==> src/rtl/gamma_spike_sequencer_if.sv <==
// Gamma-cycle spike sequencer bus: spike inputs, replay-buffer write port and cycle status.
interface gamma_spike_sequencer_if #(
  parameter int unsigned P            = 64,
  parameter int unsigned BUFFER_DEPTH = 16
);
  logic                            grst;
  logic [P-1:0]                    spike_in;
  logic [P-1:0]                    spike_out;
  logic [$clog2(BUFFER_DEPTH)-1:0] wr_idx;
  logic                            wr_en;
  logic                            start_count;
  logic                            buf_sel;
  logic                            cycle_done;
  logic                            truncated;

  modport master (
    output grst, spike_in,
    input  spike_out, wr_idx, wr_en, start_count, buf_sel, cycle_done, truncated
  );

  modport slave (
    input  grst, spike_in,
    output spike_out, wr_idx, wr_en, start_count, buf_sel, cycle_done, truncated
  );
endinterface

==> src/rtl/gamma_spike_sequencer.sv <==
// Passes only the first spike per line in each gamma cycle into a ping-pong replay buffer,
// one slot per clock, restarting on every rising edge of grst.
module gamma_spike_sequencer #(
  parameter int unsigned P                  = 64,
  parameter int unsigned BUFFER_DEPTH       = 16,
  parameter int unsigned GAMMA_CYCLE_LENGTH = 18
) (
  input  logic                      clk,
  input  logic                      rst,
  gamma_spike_sequencer_if.slave    bus
);
  localparam int unsigned CW = $clog2(GAMMA_CYCLE_LENGTH);
  localparam int unsigned IW = $clog2(BUFFER_DEPTH);
  localparam logic [CW-1:0] LAST = CW'(GAMMA_CYCLE_LENGTH - 1);
  // One extra bit so BUFFER_DEPTH == 2**CW still compares correctly.
  localparam logic [CW:0]   WIN  = (CW+1)'(BUFFER_DEPTH);

  typedef enum logic [1:0] {S_IDLE, S_RUN, S_HOLD} state_t;

  state_t         r_state, w_next;
  logic [CW-1:0]  r_count;
  logic           r_buf_sel;
  logic           r_grst_q;
  logic [P-1:0]   r_fired;

  logic           w_edge;
  logic           w_run;
  logic           w_wr_en;
  logic [P-1:0]   w_spike_out;

  assign w_edge = bus.grst & ~r_grst_q;
  assign w_run  = (r_state == S_RUN);

  always_ff @(posedge clk) begin
    if (rst) r_state <= S_IDLE;
    else     r_state <= w_next;
  end

  // A grst edge restarts the cycle from any state and beats RUN->HOLD.
  always_comb begin
    w_next = r_state;
    if (w_edge) begin
      w_next = S_RUN;
    end else if (r_state == S_RUN && r_count == LAST) begin
      w_next = S_HOLD;
    end
  end

  always_comb begin
    w_wr_en         = w_run & ({1'b0, r_count} < WIN) & ~w_edge;
    w_spike_out     = bus.spike_in & ~r_fired & {P{w_wr_en}};
    bus.wr_en       = w_wr_en;
    bus.wr_idx      = w_wr_en ? r_count[IW-1:0] : '0;
    bus.spike_out   = w_spike_out;
    bus.start_count = w_run;
    bus.buf_sel     = r_buf_sel;
    // Reset aborts silently, so neither pulse may fire in a reset clock.
    bus.cycle_done  = w_run & (r_count == LAST) & ~w_edge & ~rst;
    bus.truncated   = w_run & w_edge & ~rst;
  end

  always_ff @(posedge clk) begin
    if (rst) begin
      r_count   <= '0;
      r_buf_sel <= 1'b0;
      r_grst_q  <= 1'b0;
      r_fired   <= '0;
    end else begin
      r_grst_q <= bus.grst;
      if (w_edge) begin
        r_count   <= '0;
        r_buf_sel <= ~r_buf_sel;
        r_fired   <= '0;
      end else begin
        if (w_run && r_count != LAST) r_count <= r_count + CW'(1);
        r_fired <= r_fired | w_spike_out;
      end
    end
  end
endmodule

==> src/flat_wrapper.sv <==
// flat-port wrapper written by rule: the top's interface ports become plain ports
module gamma_spike_sequencer_flat 
#(
  parameter int unsigned P                  = 64,
  parameter int unsigned BUFFER_DEPTH       = 16,
  parameter int unsigned GAMMA_CYCLE_LENGTH = 18
)
  (clk, rst, bus_grst, bus_spike_in, bus_spike_out, bus_wr_idx, bus_wr_en, bus_start_count, bus_buf_sel, bus_cycle_done, bus_truncated);
  gamma_spike_sequencer_if #(.P(P), .BUFFER_DEPTH(BUFFER_DEPTH)) bus_i ();
  input  logic clk;
  input  logic rst;
  input wire logic [$bits(bus_i.grst)-1:0] bus_grst;
  input wire logic [$bits(bus_i.spike_in)-1:0] bus_spike_in;
  output wire logic [$bits(bus_i.spike_out)-1:0] bus_spike_out;
  output wire logic [$bits(bus_i.wr_idx)-1:0] bus_wr_idx;
  output wire logic [$bits(bus_i.wr_en)-1:0] bus_wr_en;
  output wire logic [$bits(bus_i.start_count)-1:0] bus_start_count;
  output wire logic [$bits(bus_i.buf_sel)-1:0] bus_buf_sel;
  output wire logic [$bits(bus_i.cycle_done)-1:0] bus_cycle_done;
  output wire logic [$bits(bus_i.truncated)-1:0] bus_truncated;
  assign bus_i.grst = bus_grst;
  assign bus_i.spike_in = bus_spike_in;
  assign bus_spike_out = bus_i.spike_out;
  assign bus_wr_idx = bus_i.wr_idx;
  assign bus_wr_en = bus_i.wr_en;
  assign bus_start_count = bus_i.start_count;
  assign bus_buf_sel = bus_i.buf_sel;
  assign bus_cycle_done = bus_i.cycle_done;
  assign bus_truncated = bus_i.truncated;
  gamma_spike_sequencer #(.P(P), .BUFFER_DEPTH(BUFFER_DEPTH), .GAMMA_CYCLE_LENGTH(GAMMA_CYCLE_LENGTH)) u_core (.clk(clk), .rst(rst), .bus(bus_i));
endmodule
==> config.mk <==
export PLATFORM = sky130hd
export DESIGN_NAME = gamma_spike_sequencer_flat
export DESIGN_NICKNAME = d
export VERILOG_FILES = /design/src/rtl/gamma_spike_sequencer_if.sv /design/src/rtl/gamma_spike_sequencer.sv /design/src/flat_wrapper.sv
export SDC_FILE = /design/constraint.sdc
export NUM_CORES = 1
export LEC_CHECK = 0
export BUFFER_PORTS_ARGS = -buffer_cell sky130_fd_sc_hd__buf_2
export CORE_MARGIN = 2
export CORE_UTILIZATION = 40
export CTS_BUF_LIST = sky130_fd_sc_hd__clkbuf_16
export CTS_CLUSTER_DIAMETER = 120
export DETAILED_ROUTE_END_ITERATION = 12
export MAX_ROUTING_LAYER = met4
export PLACE_DENSITY = 0.7
export SETUP_SLACK_MARGIN = 0.3
export SYNTH_ARGS = -nofsm -noshare
export SYNTH_HDL_FRONTEND = slang
export SYNTH_SLANG_ARGS = --single-unit
export TNS_END_PERCENT = 20
==> constraint.sdc <==
create_clock -name clk -period 1.45 [get_ports clk]
set_input_delay 0 -clock clk [delete_from_list [all_inputs] [get_ports clk]]
set_output_delay 0 -clock clk [all_outputs]
set_load 0.01 [all_outputs]
==> results by group <==
Floorplanning
  – Num ports: 140
  – Starting density of the core: around 41%
  – Site row count: 32
  – Chip Height: 91.8 um
  – Core Box Area: between 0.007 and 0.008 mm2
  – Die area: ~0.0084 mm2
  – Die X: 91.8 um

Timing
  – Minimum clock period: approximately 1.7 ns
  – Max Clk Rate: just under 0.6 GHz
  – Final number of max-transition violations: 0
  – Setup WS post-layout: -0.243 ns
  – Actual slew at the worst max-slew pin: around 0.30 ns
  – Clock skew: 0.00480 ns
  – RSZ-0062 raised after global routing: true
  – Slew margin rel.: 79.5%
  – Final Hold Fails: 0
  – Final setup violation count: between 60 and 70
  – Final period utilization: 117%

Critical path
  – Worst-path cell chain: nor3b_4, nand2_4, buf_12, buf_16, nor3b_4, buf_2
  – RR Startpoint: u_core.r_count[1]
  – CP most frequent cell: nor3b_4
  – WP buf/inv: 3
  – CP arrival: 1.69 ns
  – Startpoint Class: flip-flop
  – CP max stage delay: 0.35 ns
  – Type of the worst setup path: reg2out
  – CP Launch Point: u_core.r_count[4]
  – Slowest CP cell: dfxtp_4
  – Required time worst endpoint: roughly 1.5 ns
  – CP delay by family, top: simple AND/OR/NAND/NOR gates
  – Crit Path Max Fanout: 13
  – Critical Path End Type: primary output

Clock tree
  – Clock Path Buffers: 2
  – Clk sinks: 73
  – H-tree depth: 3
  – Clock transition at path regs: 0.05 ns
  – CTS Buf Count: 9
  – Worst-Skew Late Latency: approximately 0.32 ns
  – CTS tree: done
  – Root Driver: clkbuf_16

Place
  – Input/output buffers: between 100 and 150
  – Area post-placement: about 0.004 mm2
  – Post-DP HPWL: about 5200 um
  – Final RePlAce weighted congestion: just over 0.8

Logic synthesis
  – Syn Nets: around 400
  – Yosys cell types: 27
  – Count leader, synth: dfxtp_1
  – Sequential fraction of the synthesis area: 47.4%
  – Synth area leaders: dfxtp_1 (47%), nor3b_2 (14%), a21oi_1 (11%)
  – Post-synth top cells: dfxtp_1 (73), a21oi_1 (69), nor2_1 (68)
  – Yosys reg bits: between 70 and 80
  – YS warnings: 0
  – Post-Synthesis Cells: ~330
  – Synthesized cell area: just over 0.003 mm2
  – Top cell type's share of synthesized area: between 40% and 50%
  – Leading area contributor after synthesis: dfxtp_1
  – Syn_area_per_cell: a little over 9 um2
  – Ys flop type: dfxtp_1
  – Post-synth EDFFs: 0
  – Async S/R FF share, synth: 0%

Status
  – Outcome: finished with violations
  – Failing checks: setup timing

Route
  – Starting DRT DRC Count: between 100 and 150
  – DRT Pass-1 Iters: 4
  – Final WL: around 9800 um
  – Avg WL per Cell: approximately 15 um
  – Via density: 4.93
  – Via count: 3256
  – DRC viols: 0
  – Post-route ant nets: 0

Worst hold path
  – Hold_sp: rst
  – Hold Path Class: in2reg

Power
  – Pleak: between 2 and 2.5 nW
  – PD cells: ~950 mW/mm2
  – Peak supply drop: ~0.00077 V

Layout
  – Share of layout cells above drive strength 1: a little under half
  – Nets: between 600 and 700
  – Reg area: between 0.001 and 0.0015 mm2
  – Antenna Cells: 0
  – Design area: 0.00557 mm2
  – Area delta synth->final: 80.6%
  – Area of the multi-input gates: 0.00184 mm2
  – Fillers: between 500 and 600
  – Final design utilization: 73.2%

Job
  – Max Cap Viol: 0

Global route
  – GR Overflow Total: 0
  – Largest net degree at the start of global routing: 31
  – First-pass GRT wire length: between 10000 and 15000 um
  – Vias in the first global route: 3246
  – Overall Global Routing Usage: 22.7%
  – Antenna violations before repair: 0
==> sequential cells by signal, summed over array words and instances (netlist names) <==
name,cells
u_core.r_fired,64
u_core.r_grst_q,1
u_core.r_count,5
u_core.r_state,2
u_core.bus.buf_sel,1
==> final cells by class <==
class,instances,share of cell area (%)
repair buffers,231,33.1
clock buffers,9,4.04
clock inverters,7,0.696
multi-input cells,234,33.1
flip-flops and latches,73,26.4
well taps,102,2.29
inverters,5,0.337
==> path summary, 6_finish.rpt <==
path / endpoint / slack, ns / cells past startpoint
setup / recovery: bus_spike_out[11] / -0.24 / 6
hold reg to reg: u_core.r_fired[61] / 0.49 / 2
hold / removal: u_core.r_count[4] / 0.06 / 4
setup reg to reg: u_core.r_count[2] / 0.03 / 5
==> layout by cell type, fill, tap and decap left out, types with 3 or more instances in the layout <==
cell / synthesis / final
dfxtp_1: 73 / 68
or3_1: 3 / 3
buf_16: 0 / 7
buf_6: 4 / 6
clkbuf_16: 0 / 12
clkinv_2: 0 / 4
nor3b_4: 0 / 25
a21oi_1: 69 / 66
a21oi_2: 0 / 3
nor3b_2: 35 / 40
buf_2: 5 / 137
buf_12: 0 / 5
dfxtp_2: 0 / 3
dlygate4sd3_1: 0 / 65
inv_1: 5 / 5
buf_4: 1 / 6
and3_1: 4 / 3
nor2_1: 68 / 67
o21ai_0: 3 / 3
==> logic make-up after synthesis <==
| kind of cell | Yosys count | synth area share, % |
|---|---|---|
| AO/OA/AOI/OAI | 73 | 11.9 |
| XOR/XNOR | 1 | 0.284 |
| adder cells (fa/ha/maj) | 2 | 0.812 |
| buffers and inverters | 27 | 4.59 |
| flip-flops | 73 | 47.4 |
| multiplexers | 1 | 0.325 |
| AND/OR/NAND/NOR | 157 | 34.7 |
==> power by group <==
group	switching [mW]	internal [mW]
Clock	0.777	1.14
Combinational	0.529	0.659
Sequential	0.0798	2.10
Total	1.39	3.89
==> tightest hold or removal path, delay by kind of cell <==
| kind | cells | cell delay (ns) |
|---|---|---|
| buffers and inverters | 2 | 0.17 |
| multiplexers | 1 | 0.07 |
| AND/OR/NAND/NOR | 1 | 0.09 |
==> repair_timing <==
| action | in CTS | in global routing |
|---|---|---|
| endpoints found under the hold margin | 67 | 0 |
| pin swaps | 43 | 43 |
| cloned | 6 | 3 |
| hold buffers | 66 | 0 |
| gates resized for setup | 45 | 17 |
| endpoints found under the setup margin | 141 | 144 |
| setup buffers | 7 | 0 |
==> stage by stage <==
stage | hold WS [ns] | instances | total power, mW | TNS (ns) | worst slack (ns)
floorplan | 0.0724 | 334 | 2.70 | 0 | 0.205
global placement | 0.210 | 563 | 2.97 | 0 | 0.158
detailed placement | 0.220 | 563 | 2.99 | 0 | 0.111
CTS | 0.0324 | 658 | 5.23 | -12.72 | -0.202
global route | 0.101 | 661 | 5.50 | -18.57 | -0.303
finish | 0.0568 | 661 | 5.28 | -13.96 | -0.243
==> routing by layer <==
layer / track usage (%) / wire (um)
met5: - / 0
met3: 3.29 / 373
met1: 25.0 / 4000
met2: 42.0 / 5360
met4: 6.97 / 106
Power figures use the tool's default switching activity.
